$ cat src/rtl/nand_wr.sv
// NAND write-cycle strobe generator: one CLE/ALE/data latch cycle per Start.
// Optional multi-byte data bursts when NAND_WR_BURST_EN is defined.
`timescale 1ns/1ps
module nand_wr #(
  parameter int unsigned tSETUP_cnt = 1,
  parameter int unsigned tWP_cnt    = 2,
  parameter int unsigned tHOLD_cnt  = 1
) (
  input  logic       CLK,
  input  logic       RST,
  input  logic       Start,
  input  logic [1:0] Cycle_Type,
  input  logic [7:0] Din,
`ifdef NAND_WR_BURST_EN
  input  logic [7:0] Len,
  output logic       Din_Req,
`endif
  output logic       Over,
  output logic       Busy,
  output logic       Err,
  output logic       CLE,
  output logic       ALE,
  output logic       WEn,
  output logic [7:0] DQ_Out,
  output logic       DQ_OE
);

  localparam int unsigned CNT_W = 8;
  // Last count value of each timed phase; a zero count behaves as one cycle.
  localparam logic [CNT_W-1:0] SETUP_LAST = (tSETUP_cnt == 0) ? '0 : CNT_W'(tSETUP_cnt - 1);
  localparam logic [CNT_W-1:0] WP_LAST    = (tWP_cnt == 0)    ? '0 : CNT_W'(tWP_cnt - 1);
  localparam logic [CNT_W-1:0] HOLD_LAST  = (tHOLD_cnt == 0)  ? '0 : CNT_W'(tHOLD_cnt - 1);

  typedef enum logic [2:0] {IDLE, SETUP, WE_LOW, HOLD, OVER} state_t;

  state_t           state;
  logic [CNT_W-1:0] cnt;
`ifdef NAND_WR_BURST_EN
  logic [7:0]       rem;
`endif

  always_ff @(posedge CLK) begin
    if (RST) begin
      state  <= IDLE;
      cnt    <= '0;
      WEn    <= 1'b1;
      CLE    <= 1'b0;
      ALE    <= 1'b0;
      DQ_OE  <= 1'b0;
      DQ_Out <= '0;
      Over   <= 1'b0;
      Busy   <= 1'b0;
      Err    <= 1'b0;
`ifdef NAND_WR_BURST_EN
      rem     <= '0;
      Din_Req <= 1'b0;
`endif
    end else begin
      Over <= 1'b0;
      Err  <= 1'b0;
`ifdef NAND_WR_BURST_EN
      Din_Req <= 1'b0;
`endif
      case (state)
        IDLE: begin
          if (Start) begin
            cnt  <= '0;
            Busy <= 1'b1;
`ifdef NAND_WR_BURST_EN
            rem <= (Cycle_Type == 2'b10 && Len > 8'd1) ? Len - 8'd1 : '0;
`endif
            if (Cycle_Type == 2'b11) begin
              // Reserved type: report and finish without touching the bus.
              state <= OVER;
              Over  <= 1'b1;
              Err   <= 1'b1;
            end else begin
              state  <= SETUP;
              DQ_OE  <= 1'b1;
              DQ_Out <= Din;
              CLE    <= (Cycle_Type == 2'b00);
              ALE    <= (Cycle_Type == 2'b01);
            end
          end
        end
        SETUP: begin
          if (cnt == SETUP_LAST) begin
            state <= WE_LOW;
            cnt   <= '0;
            WEn   <= 1'b0;
          end else begin
            cnt <= cnt + CNT_W'(1);
          end
        end
        WE_LOW: begin
          if (cnt == WP_LAST) begin
            state <= HOLD;
            cnt   <= '0;
            WEn   <= 1'b1;
`ifdef NAND_WR_BURST_EN
            Din_Req <= (HOLD_LAST == '0) && (rem != '0);
`endif
          end else begin
            cnt <= cnt + CNT_W'(1);
          end
        end
        HOLD: begin
          if (cnt == HOLD_LAST) begin
            cnt <= '0;
`ifdef NAND_WR_BURST_EN
            // More bytes pending: the requester has placed the next byte on Din.
            if (rem != '0) begin
              state  <= SETUP;
              rem    <= rem - 8'd1;
              DQ_Out <= Din;
            end else
`endif
            begin
              state <= OVER;
              Over  <= 1'b1;
              CLE   <= 1'b0;
              ALE   <= 1'b0;
              DQ_OE <= 1'b0;
            end
          end else begin
            cnt <= cnt + CNT_W'(1);
`ifdef NAND_WR_BURST_EN
            Din_Req <= ((cnt + CNT_W'(1)) == HOLD_LAST) && (rem != '0);
`endif
          end
        end
        OVER: begin
          state  <= IDLE;
          cnt    <= '0;
          Busy   <= 1'b0;
          DQ_Out <= '0;
        end
        default: begin
          state <= IDLE;
          cnt   <= '0;
        end
      endcase
    end
  end

endmodule

$ cat config.mk
export PLATFORM = sky130hd
export DESIGN_NAME = nand_wr
export DESIGN_NICKNAME = d
export VERILOG_FILES = /design/src/rtl/nand_wr.sv
export SDC_FILE = /design/constraint.sdc
export NUM_CORES = 1
export LEC_CHECK = 0
export CAP_MARGIN = 20
export CORE_ASPECT_RATIO = 0.6
export CORE_MARGIN = 5
export CORE_UTILIZATION = 52
export CTS_CLUSTER_SIZE = 40
export DETAILED_ROUTE_END_ITERATION = 6
export PLACE_DENSITY_LB_ADDON = 0.05
export RECOVER_POWER = 25
export SYNTH_ARGS = -nofsm -noshare
export SYNTH_HDL_FRONTEND = slang
export SYNTH_SLANG_ARGS = --single-unit
$ cat constraint.sdc
create_clock -name CLK -period 3 [get_ports CLK]
set_input_delay 0.6 -clock CLK [delete_from_list [all_inputs] [get_ports CLK]]
set_output_delay 0.6 -clock CLK [all_outputs]
set_load 0.1 [all_outputs]
Word-level counts from Yosys, hierarchy flattened

Index checks and enable logic that the tools add are counted.

Add/sub/neg operators: 1
Equal/unequal tests: 12
Multiplexer cells: 31
Bitwise gates (word level): 1
Reductions and logical operators: 13

Operator list:

| cell                | number |
|---|---|
| $mux 8              | 5 |
| $pmux 8 s3          | 1 |
| $pmux 8 s2          | 1 |
| $mux 3              | 5 |
| $mux 1              | 12 |
| $pmux 1 s2          | 6 |
| $pmux 3 s4          | 1 |
| $ne 2x2->1 const B  | 5 |
| $add 8x1->8 const B | 1 |
| $eq 8x1->1 const B  | 1 |
| $logic_not 8->1     | 1 |
| $reduce_and 4->1    | 2 |
| $eq 3x2->1 const B  | 2 |
| $reduce_and 3->1    | 2 |
| $reduce_bool 2->1   | 3 |
| $reduce_or 2->1     | 2 |
| $eq 3x1->1 const B  | 1 |
| $eq 3x3->1 const B  | 1 |
| $logic_not 3->1     | 1 |
| $eq 2x1->1 const B  | 1 |
| $eq 2x2->1 const B  | 1 |
| $logic_not 2->1     | 1 |
| $reduce_and 2->1    | 1 |
| $not 1->1           | 1 |

Bits in registers: 26
Output and inout port bits: 15

Logic depth before layout (Yosys ltp)

Gate-level depths: netlist (run 1).

Depth after elaboration: 4
Mapped depth: 6
Gate-level depth less buffers: 6

Worst setup path before layout (run 1)

Ideal clock, no wire load.

Path kind: in2reg
Start point: input port RST
End point: register cnt[3]
Arrival time: 1.538 ns
Required time: 2.921 ns
Slack: 1.383 ns
Stages on the path: 5
Buffers on the path: 1
Cells stage by stage: or2_0 > buf_2 > nor4_2 > nor2_1 > a22oi_1

RTL lines:

| what                 | RTL line | RTL |
|---|---|---|
| start, declared      | 10       | `input logic RST,` |
| end signal, assigned | 92       | `cnt <= cnt + CNT_W'(1);` |
| end signal, assigned | 104      | `cnt <= cnt + CNT_W'(1);` |
| end signal, assigned | 126      | `cnt <= cnt + CNT_W'(1);` |
| end, declared        | 37       | `logic [CNT_W-1:0] cnt;` |

==> impl_metrics.yaml, run 1 <==
run_status:
  outcome: "complete, no violations"
clocking:
  cts_max_level: 1
  cts_made_buffers: 3
  cts_tree: "built"
  cts.sinks: 26
  post_cts_buffers: 0
  cts_resized: 0
  clockBufferDepth: 2
  cts_hold_buf: 0
  clock_latency_ns: 0.28
  cts_root_buffer: "clkbuf_8"
  path_clk_slew_ns: 0.09
synthesis:
  synth_fa_ha_area_share_pct: 3.11
  synth_top_area_share_pct: 43.1
  synth_top_family_by_area: "compound AO/OA/AOI/OAI gates"
  synthCells: 136
  yosysTopAreaCell: "dfxtp_1"
  yosys.area_share.simple_pct: 21.4
  netlist_area_mm2: 0.00121
  synth_flop_cell: "dfxtp_1"
  synth-seq-area-share_pct: 43.1
  yosysWarnings: 0
  avgSynthCellArea_um2: 8.89
  synthXorXnorAreaFrac_pct: 2.17
  synth_area_leaders: "dfxtp_1 43%, a22oi_1 6.2%, nor2_1 5.3%, nand3_1 4.1%, a31oi_4 3.5%"
  synthDistinctLibCells: 32
  synth_seq_cells: 26
  synthMuxAreaShare_pct: 0
  synth_compound_area_share_pct: 25.5
  synthArstFlopShare_pct: 0
  synth_nets: 152
  synth_edf_count: 0
sta:
  slew_headroom_pct: 22.2
  finalSetupTns_ns: 0
  rsz0062_at_grt: "no"
  clock_skew_ns: 0.00573
  maxSlewViolCount: 0
  period_needed_ns: 2.17
  clock.fmax_ghz: 0.461
  setup_violations: 0
  finalHoldViolations: 0
  period_share_pct: 72.4
  holdWs_ns: 0.458
  worst_slew_pin_slew_ns: 1.17
grt:
  antenna_found_initial: 0
  first_global_vias: 932
  grt_usage_pct: 18.2
  grt-ovfl-total: 0
  grt_first_pass_wirelength_mm: 4.61
  grt_max_degree: 18
placed_design:
  routabilityCongestion: 0.864
  port_buffers: 27
  dp.cells: 188
  hpwl_mm: 2.09
die:
  die_width_um: 72.2
  die-area_mm2: 0.00342
  rows: 13
  io_pins: 28
  die_y_um: 47.3
  core_mm2: 0.00220
  initial_core_util_pct: 55.0
finish:
  mostFrequentLayoutCells: "26 x dfxtp_1, 17 x nor2_1, 11 x clkdlybuf4s50_1"
  diodes: 0
  final_util_pct: 67.6
  fillers: 192
  multi_input_area_um2: 631
  seqCellArea_um2: 520
  drive_above_1_share_pct: 11.7
  areaGrowthSynthToFinish_pct: 22.8
  final_common_cell: "dfxtp_1"
  finalNonFillerCells: 192
  fin_nets: 179
drt:
  wl_met3_um: 208
  vias: 1070
  drtAntennaViolNets: 0
  met2_wirelength_mm: 1.20
  highest_layer: "met4"
  wl_met1_mm: 1.37
  drtIter0Drc: 197
  drc: 0
  dr.pass1.iters: 4
  drt_wl_total_mm: 2.83
  avgViaCountPerCell: 5.57
  wl_per_cell_um: 14.7
worst_setup_path:
  ff2ff_setup_slack_ns: 1.21
  timing.rr.start: "cnt[3]"
  cp-start-kind: "input pin"
  worst-setup-path-type: "input pin to flop"
  cp.arrival_ns: 2.38
  cp_data_required_time_ns: 3.21
  end_kind: "flop"
  r2r_end: "cnt[7]"
  critPathMaxFanout: 8
  reg2regPathDepth: 4
hold_path:
  hp-start: "ALE"
  worst_hold_path.endpoint: "ALE"
  hold_path.class: "flop to flop"
  min_delay_path_depth: 2
flow_run:
  drv_cap: 0
power_and_ir_drop:
  p_leak_nw: 0.532
  p_per_area_mw_per_mm2: 961
  peakVddDrop_mv: 0.968
-- logic make-up (layout without fill, tap and decap cells) --
logic type / count (synthesis) / in the layout
simple gates: 49 / 49
compound gates: 41 / 41
flops: 26 / 26
buf+inv: 14 / 40
fa+ha+maj: 3 / 3
xor+xnor: 3 / 3
-- power breakdown --
part	leakage, nW	internal (mW)	switching (mW)	total, mW
clock network	0.0288	0.118	0.110	0.228
logic	0.292	0.177	0.518	0.695
registers	0.212	0.412	0.0908	0.503
total	0.532	0.707	0.719	1.43
-- stage by stage --
step           power [mW]  setup WS (ns)  instance area (µm²)
2_1_floorplan        1.07           1.38                 1210
3_3_place_gp         1.20          0.753                 1460
3_5_place_dp         1.21          0.718                 1460
4_1_cts              1.44           1.00                 1510
5_1_grt              1.50          0.690                 1480
6_report             1.43          0.829                 1480
-- sequential cells by signal, summed over array words and instances (netlist names) --
| signal | count |
|---|---|
| Busy | 1 |
| DQ_OE | 1 |
| Over | 1 |
| CLE | 1 |
| cnt | 8 |
| DQ_Out | 8 |
| state | 3 |
| ALE | 1 |
| Err | 1 |
| WEn | 1 |
-- cell type report --
class / count / share of cell area, %
repair buffers: 28 / 14.2
well taps: 30 / 2.53
flip-flops and latches: 26 / 35.1
inverters: 8 / 2.02
multi-input cells: 96 / 42.5
clock buffers: 4 / 3.71
-- worst max path at each step --
| stage | start | endpoint | slack [ns] | cells after the start |
|---|---|---|---|---|
| after floorplan | RST | cnt[3] | 1.38 | 5 |
| after global placement | RST | cnt[4] | 0.75 | 5 |
| after detailed placement | RST | cnt[4] | 0.72 | 5 |
| after CTS | RST | cnt[4] | 1.00 | 5 |
| after global routing | RST | cnt[4] | 0.69 | 5 |
| final | RST | cnt[3] | 0.83 | 5 |
-- synthesized netlist by cell type (2+ instances only) --
cell type	count
o21ai_0	6
clkbuf_1	2
ha_1	3
o21a_1	2
o21ai_1	2
a21oi_1	6
inv_1	8
and3_1	2
a31oi_4	2
nor2_1	17
xnor2_1	2
o2111ai_1	3
o211ai_1	5
nor4_1	2
dfxtp_1	26
a22oi_1	10
nand2_1	9
nand4_1	2
nand3_1	10
a41oi_1	2
buf_2	4
-- metal layers --
layer | track usage [%] | up-vias
met1 | 25.0 | 482
met3 | 5.77 | 4
met5 | 0 | -
met2 | 26.9 | 36
met4 | 6.74 | 0
li1 | - | 548
-- worst max-delay path: stages --
cell and delay, ns:
dlygate4sd3_1 0.55, or2_0 0.34, nor4_2 0.63, nor2_1 0.09, a22oi_1 0.17
(Power assumes the default switching activity.)
==> run 2: changes to the inputs <==
CORE_UTILIZATION = 48   (was 52)
clock period = 2.25 ns   (was 3 ns; I/O delays follow)
==> run 2 against run 1 <==
Register-to-register slack worse by 0.71 ns; critical path depth is 4 lower; worst hold slack worse by 0.0016 ns; utilization is 6.8 points lower; total power is 33% higher; via count is 0.93% lower; non-clock buffer count is 1 higher; first-iteration DRC count is 27% lower; sequential share of layout area is 0.18 points lower; count of clock-buffer cells in the layout stayed put; die area is 6.9% higher.
==> impl_metrics.yaml, run 2 (synthesis gave the netlist of run 1 again) <==
grt:
  antenna_found_initial: 0
  grt_usage_pct: 15.8
  grt_max_degree: 18
  grt-ovfl-total: 0
  grt_first_pass_wirelength_mm: 4.54
  first_global_vias: 947
die:
  rows: 14
  io_pins: 28
  die_width_um: 74.8
  die-area_mm2: 0.00365
  initial_core_util_pct: 49.3
  die_y_um: 48.9
  core_mm2: 0.00245
clocking:
  cts_tree: "built"
  clock_latency_ns: 0.27
  cts.sinks: 26
  cts_root_buffer: "clkbuf_8"
  cts_max_level: 1
  path_clk_slew_ns: 0.09
  cts_made_buffers: 3
  clockBufferDepth: 2
  post_cts_buffers: 0
  cts_hold_buf: 0
  cts_resized: 0
worst_setup_path:
  crit_family: "buffers and inverters"
  cp.arrival_ns: 1.48
  worst-setup-path-type: "flop to output pin"
  slowest_delay_ns: 0.86
  path_buf_inv: 1
  cp_cell_sequence: "clkbuf_1"
  crit_cells: 1
  cp-start-kind: "flop"
  cp_data_required_time_ns: 1.80
  slowest_stage: "clkbuf_1"
  reg2regPathDepth: 4
  critPathMaxFanout: 2
  end_kind: "output pin"
finish:
  mostFrequentLayoutCells: "26 x dfxtp_1, 17 x nor2_1, 12 x clkdlybuf4s50_1"
  finalNonFillerCells: 195
  areaGrowthSynthToFinish_pct: 23.4
  fillers: 237
  seqCellArea_um2: 520
  reg_top3: "DQ_Out: 8 flops, cnt: 8 flops, state: 3 flops"
  multi_input_area_um2: 631
  fin_nets: 180
  diodes: 0
  drive_above_1_share_pct: 13.5
  final_common_cell: "dfxtp_1"
sta:
  clock.fmax_ghz: 0.519
  worst_slew_pin_slew_ns: 1.18
  setup_violations: 0
  period_needed_ns: 1.93
  slew_headroom_pct: 21.8
  rsz0062_at_grt: "no"
  maxSlewViolCount: 0
  finalSetupTns_ns: 0
  layout_setup_ws_ns: 0.323
  holdWs_ns: 0.456
  clock_skew_ns: 0.00825
  finalHoldViolations: 0
  period_share_pct: 85.6
flow_run:
  drv_cap: 0
power_and_ir_drop:
  p_leak_nw: 0.542
  p_per_area_mw_per_mm2: 1270
  power_mw: 1.90
  peakVddDrop_mv: 0.742
placed_design:
  port_buffers: 27
  place_ws_ns: 0.259
  dp.cells: 191
  routabilityCongestion: 0.824
  hpwl_mm: 2.10
drt:
  wl_per_cell_um: 14.3
  drt_wl_total_mm: 2.78
  dr.pass1.iters: 4
  drtAntennaViolNets: 0
  avgViaCountPerCell: 5.44
  drtIter0Drc: 143
  vias: 1060
  drc: 0
hold_path:
  hold_path.class: "flop to flop"
  min_delay_path_depth: 2
run_status:
  outcome: "complete, no violations"
run 2: changes by cell type in the layout (fill, tap and decap cells not counted), sizes merged:
cell,previous run,this run
buf,8,7
dlygate4sd3,1,0
clkbuf,12,14
clkdlybuf4s50,11,12
run 2: worst register-to-register path: cells and delay by family (launching register included):
family / cells / cell delay (ns)
flip-flops: 1 / 0.73
AO/OA/AOI/OAI: 1 / 0.26
AND/OR/NAND/NOR: 3 / 0.65
run 2: power by group:
group / total [mW] / internal, mW / switching, mW / leakage, nW
clock network: 0.300 / 0.156 / 0.143 / 0.0288
registers: 0.668 / 0.550 / 0.118 / 0.212
logic: 0.931 / 0.243 / 0.688 / 0.302
total: 1.90 / 0.949 / 0.949 / 0.542
run 2: area by class of cell:
cell class | instances | share of cell area [%]
flip-flops and latches | 26 | 34.9
clock buffers | 4 | 3.69
inverters | 8 | 2.01
repair buffers | 29 | 14.4
well taps | 32 | 2.68
multi-input cells | 96 | 42.3
run 2: stage by stage:
| step | area [µm²] | util, % |
|---|---|---|
| 6_report | 1490 | 60.8 |
| 4_1_cts | 1520 | 62.1 |
| 3_3_place_gp | 1470 | 59.9 |
| 2_1_floorplan | 1210 | - |
| 5_1_grt | 1490 | 60.8 |
| 3_5_place_dp | 1470 | 59.9 |
run 2: worst paths after layout:
path,slack [ns],to,start
setup / recovery,0.32,DQ_Out[3],DQ_Out[3]
hold / removal,0.46,ALE,ALE
setup reg to reg,0.50,DQ_Out[2],state[0]
hold reg to reg,0.46,ALE,ALE
run 2: routing by layer:
| layer | track usage, % | vias to the layer above | part of all wire, % |
|---|---|---|---|
| met5 | 0 | - | 0 |
| met4 | 2.66 | 0 | 0.61 |
| met3 | 5.14 | 2 | 6.5 |
| met2 | 20.3 | 30 | 40 |
| met1 | 25.0 | 482 | 53 |
| li1 | - | 546 | - |
